==> config.mk <==
export PLATFORM = sky130hd
export DESIGN_NAME = neural_layer_core
export DESIGN_NICKNAME = d
export VERILOG_FILES = /design/src/rtl/neural_pkg.sv /design/src/rtl/neural_mac4.sv /design/src/rtl/neural_layer_core.sv
export SDC_FILE = /design/constraint.sdc
export NUM_CORES = 2
export LEC_CHECK = 0
export BUFFER_PORTS_ARGS = -buffer_cell sky130_fd_sc_hd__buf_4
export CAP_MARGIN = 30
export CORE_MARGIN = 5
export CORE_UTILIZATION = 50
export CTS_CLUSTER_SIZE = 16
export DETAILED_ROUTE_END_ITERATION = 16
export PLACE_DENSITY_LB_ADDON = 0.25
export SETUP_SLACK_MARGIN = 0.1
export SKIP_LAST_GASP = 1
export SLEW_MARGIN = 20
export SYNTH_ARGS = -nofsm -noshare
export SYNTH_HDL_FRONTEND = slang
export SYNTH_SLANG_ARGS = --single-unit
==> constraint.sdc <==
create_clock -name clk -period 5.7 [get_ports clk]
set_input_delay 0.285 -clock clk [delete_from_list [all_inputs] [get_ports clk]]
set_output_delay 0.285 -clock clk [all_outputs]
set_load 0.03 [all_outputs]
==> src/rtl/neural_pkg.sv <==
// Shared constants, vector types and saturation helpers for the 4x2 layer.
// Optional ReLU output stage is selected by NEURAL_RELU_EN.
package neural_pkg;

  localparam int NUM_IN  = 4;
  localparam int NUM_OUT = 2;
  localparam int IN_W    = 8;
  localparam int OUT_W   = 16;
  localparam int ACC_W   = 18;

  localparam logic [3:0] W_BASE = 4'd0;
  localparam logic [3:0] B_BASE = 4'd8;

  typedef logic signed [IN_W-1:0]  in_vec_t  [NUM_IN];
  typedef logic signed [OUT_W-1:0] out_vec_t [NUM_OUT];

  // Out of range when the bits above the output sign are not a pure
  // sign extension.
  function automatic logic is_ovf(
    input logic signed [ACC_W-1:0] a
  );
    logic [ACC_W-OUT_W:0] top;
    top = a[ACC_W-1:OUT_W-1];
    return !((&top) || !(|top));
  endfunction

  function automatic logic signed [OUT_W-1:0] sat16(
    input logic signed [ACC_W-1:0] a
  );
    if (!is_ovf(a))
      return a[OUT_W-1:0];
    if (a[ACC_W-1])
      return {1'b1, {(OUT_W-1){1'b0}}};
    return {1'b0, {(OUT_W-1){1'b1}}};
  endfunction

endpackage

==> src/rtl/neural_mac4.sv <==
// One neuron: four multipliers, registered products and bias, then sum and
// saturation (ReLU applied after saturation when NEURAL_RELU_EN is defined).
module neural_mac4
  import neural_pkg::*;
#(
  parameter int IN_W  = 8,
  parameter int OUT_W = 16,
  parameter int ACC_W = 18
) (
  input  logic                    clk,
  input  logic                    rst,
  input  logic                    ld,
  input  logic signed [IN_W-1:0]  x [NUM_IN],
  input  logic signed [IN_W-1:0]  w [NUM_IN],
  input  logic signed [IN_W-1:0]  b,
  output logic signed [OUT_W-1:0] y,
  output logic                    sat
);

  logic signed [2*IN_W-1:0] p_d [NUM_IN];
  logic signed [2*IN_W-1:0] p_q [NUM_IN];
  logic signed [IN_W-1:0]   b_q;
  logic signed [ACC_W-1:0]  acc;

  always_comb begin
    for (int i = 0; i < NUM_IN; i++)
      p_d[i] = x[i] * w[i];
  end

  // Bias is captured with the products so a sample sees one
  // consistent snapshot of the register file.
  always_ff @(posedge clk) begin
    if (!rst) begin
      for (int i = 0; i < NUM_IN; i++)
        p_q[i] <= '0;
      b_q <= '0;
    end else if (ld) begin
      p_q <= p_d;
      b_q <= b;
    end
  end

  always_comb begin
    acc = ACC_W'(b_q);
    for (int i = 0; i < NUM_IN; i++)
      acc = acc + ACC_W'(p_q[i]);
    sat = is_ovf(acc);
    y   = sat16(acc);
`ifdef NEURAL_RELU_EN
    if (y[OUT_W-1])
      y = '0;
`endif
  end

endmodule

==> src/rtl/neural_layer_core.sv <==
// Fully connected 4-input, 2-neuron layer, 3-cycle latency, 1 sample/cycle.
// Optional ReLU output stage is selected by NEURAL_RELU_EN.
module neural_layer_core
  import neural_pkg::*;
#(
  parameter int IN_W  = 8,
  parameter int OUT_W = 16,
  parameter int ACC_W = 18
) (
  input  logic                    clk,
  input  logic                    rst,
  input  logic                    input_valid,
  input  logic signed [IN_W-1:0]  input_data [NUM_IN],
  input  logic                    w_we,
  input  logic [3:0]              w_addr,
  input  logic signed [IN_W-1:0]  w_data,
  output logic                    output_valid,
  output logic signed [OUT_W-1:0] output_data [NUM_OUT],
  output logic                    sat_flag
);

  logic                   v1;
  logic                   v2;
  in_vec_t                x1;
  logic signed [IN_W-1:0] wt   [NUM_OUT][NUM_IN];
  logic signed [IN_W-1:0] bias [NUM_OUT];
  out_vec_t               y_d;
  logic [NUM_OUT-1:0]     s_d;

  always_ff @(posedge clk) begin
    if (!rst) begin
      v1           <= 1'b0;
      v2           <= 1'b0;
      output_valid <= 1'b0;
    end else begin
      v1           <= input_valid;
      v2           <= v1;
      output_valid <= v2;
    end
  end

  always_ff @(posedge clk) begin
    if (!rst) begin
      for (int i = 0; i < NUM_IN; i++)
        x1[i] <= '0;
    end else if (input_valid) begin
      x1 <= input_data;
    end
  end

  always_ff @(posedge clk) begin
    if (!rst) begin
      for (int j = 0; j < NUM_OUT; j++) begin
        bias[j] <= '0;
        for (int i = 0; i < NUM_IN; i++)
          wt[j][i] <= '0;
      end
    end else if (w_we) begin
      unique case (1'b1)
        (w_addr < B_BASE):
          wt[w_addr[2]][w_addr[1:0]] <= w_data;
        (w_addr == B_BASE):
          bias[0] <= w_data;
        (w_addr == B_BASE + 4'd1):
          bias[1] <= w_data;
        default: ;
      endcase
    end
  end

  for (genvar j = 0; j < NUM_OUT; j++) begin : g_neuron
    neural_mac4 #(
      .IN_W  (IN_W),
      .OUT_W (OUT_W),
      .ACC_W (ACC_W)
    ) u_mac (
      .clk (clk),
      .rst (rst),
      .ld  (v1),
      .x   (x1),
      .w   (wt[j]),
      .b   (bias[j]),
      .y   (y_d[j]),
      .sat (s_d[j])
    );
  end

  always_ff @(posedge clk) begin
    if (!rst) begin
      for (int j = 0; j < NUM_OUT; j++)
        output_data[j] <= '0;
      sat_flag <= 1'b0;
    end else if (v2) begin
      output_data <= y_d;
      sat_flag    <= |s_d;
    end
  end

endmodule

==> summary by stage <==
Worst setup path
The maximum fanout encountered on the critical timing path is 15. STA puts the critical path data required time at 6160 ps. The nature of the critical path endpoint is a flip-flop. The setup path with the least slack is of type flip-flop to flip-flop. At the worst endpoint, the arrival time is 5340 ps.

The total buffers and inverters traversed by the critical path is 3. The most prevalent standard cell on the critical path is sky130_fd_sc_hd__fa_1. The sort of element at the start of the critical path is a flip-flop. Among all stages on the critical path, the largest delay is contributed by sky130_fd_sc_hd__fa_1.

In this design, the stage delay of the slowest critical-path cell is 520 ps. The critical path goes through inv_1, fa_1, fa_1, inv_1, fa_1, ha_1, fa_1, a211oi_2, o21ai_1, a311o_1, a31o_1, or4_4, o311ai_4, buf_4, nor2b_1, a31o_1. On the critical path the largest part of the delay comes from adder cells.

Route
The first-pass iteration count of the detailed router is 5. Dividing the detail-routed wire length by the instance count gives 16.95 microns. The DRC violation count after routing is 0. The routed design has 81310 microns of wire. The routed layout has 24324 vias. In this run, the number of DRC markers left after iteration 0 of detailed routing was 1350. The number of vias per cell after detailed routing is 5.072. The remaining antenna violation count is 0.

Floorplanning
Row generation in the floorplan step produced 97 rows. The floorplan step defined a core boundary enclosing 69790 sq um. The overall die area is 75430 sq um. The width of the chip is 274.7 microns. 82 I/O pins were placed.

The height of the die is 274.7 microns. The initial core utilization is 50.18%.

Synthesis
The post-synthesis sequential element count is 292. Counting every net in the synthesized netlist gives 4600. The number of library cell types mapped by synthesis is 68. The dominant cell type by area after synthesis is sky130_fd_sc_hd__fa_1. Yosys printed 0 warnings.

The most instantiated flip-flop cell in the synthesis netlist is sky130_fd_sc_hd__dfxtp_1. After synthesis, the most frequently instantiated cells are sky130_fd_sc_hd__inv_1, sky130_fd_sc_hd__fa_1, sky130_fd_sc_hd__and2_1. The synthesized netlist occupies a cell area of 35020 sq um. The part of the Yosys area used for sequential elements is 18.98%. The top cell type by area accounts for 30.75% of the synthesized area. In the post-synthesis netlist, the biggest area contributors are sky130_fd_sc_hd__fa_1, sky130_fd_sc_hd__dfxtp_1, sky130_fd_sc_hd__inv_1.

The post-synthesis async set-or-reset flop share is 0%. The most used standard cell by instance count after synthesis is sky130_fd_sc_hd__inv_1. The synthesized design contains 80 enable-type register cells. After technology mapping, the gate count stands at 3746. Averaged over all synthesized cells, the footprint is 9.349 sq um.

Clocking
The clock passes through at most 3 buffers. After clock tree synthesis, the clock-pin slew on the worst setup and hold paths is 60 ps. The clock sink count is 292. The CTS tree is done. The root buffer cell chosen for the clock tree is sky130_fd_sc_hd__clkbuf_16. The clock latency at the later pin of the worst-skew pair is 580 ps. The number of setup buffers added after CTS is 0. The number of clock buffers inserted by TritonCTS is 38.

The depth of the CTS H-tree is 2.

Worst hold path
The min-delay analysis places its worst path in the category primary input to flip-flop.

Power
Cell internal power was estimated by the tool at 6.397 mW. The largest vdd supply drop is 0.0002092 V. Of the total power, the share spent switching nets is 44.10%.

The power per unit of standard cell area is 299.1 nW/um^2. Per report_power, the combinational group accounts for 54.4% of the total. The leakage power summed over all cells is 18.52 nW. The part of the power in registers is 23.4%. The clock network burns 22.2% of the power.

The switching component of the power is 5.046 mW.

Outcome
The flow ran to the end, and the final reports show no timing, DRC or antenna violations.

Global routing
The initial antenna violation count is 3. Global routing used 22.38% of the available tracks. Entering global routing, the biggest net connects 104 pins.

After global routing the overflow that remains totals 0. The via count of the first global-routing pass came to 24856. The first-pass GRT wire length is 134100 microns.

STA
The final-report hold violation count came to 0. Setup repair after global routing left no endpoint under its margin. The slew at the pin with the worst max-slew slack is 988.3 ps. The final number of max-transition violations is 0. The fmax is 204.8 MHz. The post-route fraction of the period consumed by the critical path is 85.68%.

The shortest clock period the worst path allows after layout is 4884 ps. The final setup violation count is 0. The total negative slack is 0 ps. The worst setup skew after layout is 22.43 ps. In this run the tightest slew margin relative to its limit is 33.67%.

Layout
The net count reported at finish is 4679. Compared with the post-synthesis result, the final layout area differs by 9.246%. The non-filler instance count after layout is 4796.

The post-route netlist has 5.655% of its cells at a drive strength greater than 1.

Placed design
Counting tap cells, the placed design contains a total of 4692 instances. The routability congestion estimate from global placement is 0.8631. The total of buffers placed on input and output ports is 81. The HPWL after detailed placement is 65100 microns.

Job
Max-cap violations in this run came to 0.
[path summary, 6_finish.rpt]
| check | startpoint | end | slack, ps | cells past startpoint |
|---|---|---|---|---|
| min reg2reg | g_neuron[1].u_mac.p_q[13] | g_neuron[1].u_mac.p_q[13] | 480 | 2 |
| max reg2reg | g_neuron[0].u_mac.b_q[1] | output_data[27] | 820 | 16 |
| min | w_data[5] | wt[0][29] | 150 | 2 |
| max | g_neuron[0].u_mac.b_q[1] | output_data[27] | 820 | 16 |
[placed cells by master (no fill, tap or decap), types with 105 or more instances in the layout]
cell / n
sky130_fd_sc_hd__a21oi_1: 105
sky130_fd_sc_hd__and2_1: 386
sky130_fd_sc_hd__dfxtp_1: 211
sky130_fd_sc_hd__fa_1: 538
sky130_fd_sc_hd__ha_1: 268
sky130_fd_sc_hd__inv_1: 911
sky130_fd_sc_hd__mux2i_1: 112
sky130_fd_sc_hd__nand2_1: 229
sky130_fd_sc_hd__nor2b_1: 161
sky130_fd_sc_hd__xnor2_1: 110
[flip-flops by register name (all words and copies together), names as in the netlist]
name                cells
wt                     64
sat_flag                1
output_data            32
g_neuron.u_mac.p_q    128
v2                      1
bias                   16
v1                      1
x1                     32
output_valid            1
g_neuron.u_mac.b_q     16
[metrics by stage]
stage | hold slack [ps] | cell area (sq um) | total power [mW] | setup slack [ps] | util [%]
global placement | 462.8 | 36600 | 8.795 | 874.5 | 52.44
floorplan | 450.2 | 35020 | 7.320 | 1292 | -
detailed placement | 471.9 | 36600 | 8.897 | 859.7 | 52.45
finish | 151.7 | 38260 | 11.44 | 816.1 | 54.82
CTS | 121.2 | 38240 | 11.51 | 828.1 | 54.79
global route | 129.4 | 38260 | 12.55 | 499.9 | 54.82
[power by group through the flow]
| stage | Clock (mW) | Sequential (mW) | Combinational (mW) |
|---|---|---|---|
| 2_1_floorplan | 0 | 2.59 | 4.73 |
| 3_3_place_gp | 0 | 2.71 | 6.08 |
| 3_5_place_dp | 0 | 2.71 | 6.18 |
| 4_1_cts | 2.60 | 2.67 | 6.24 |
| 5_1_grt | 2.69 | 2.71 | 7.15 |
| 6_report | 2.54 | 2.68 | 6.22 |
[logic make-up (layout without fill, tap and decap cells)]
family / count (synthesis) / after routing / synth area share, %
buf+inv: 1012 / 1121 / 10.90
simple gates: 1011 / 1011 / 16.01
fa+ha+maj: 806 / 806 / 40.33
compound gates: 369 / 369 / 6.906
flops: 292 / 292 / 18.98
xor+xnor: 138 / 138 / 3.473
mux: 118 / 118 / 3.394
other cells: 0 / 1 / 0
[per-layer routing]
metal | part of all wire (%) | global-route usage, % | wire (microns)
met1 | 45 | 31.22 | 36560
met4 | 2.6 | 5.443 | 2111
met5 | 0.016 | 0 | 13
met3 | 7.1 | 5.163 | 5803
met2 | 45 | 35.71 | 36820
[area by class of cell]
cell class              count  area, sq um
multi-input cells        2442        24550
repair buffers            139         1136
clock inverters            25        254.0
fillers                  6335        31530
diodes                      1        2.502
well taps                 940         1176
inverters                 912         3423
flip-flops and latches    292         6650
clock buffers              45         1061
[what timing repair did]
item | 4_1_cts | 5_1_grt
setup endpoints to repair | 0 | 0
resized for setup | 0 | 0
hold buffers | 32 | 0
hold endpoints to repair | 32 | 0
No activity file was read; power rests on OpenSTA's default activity.
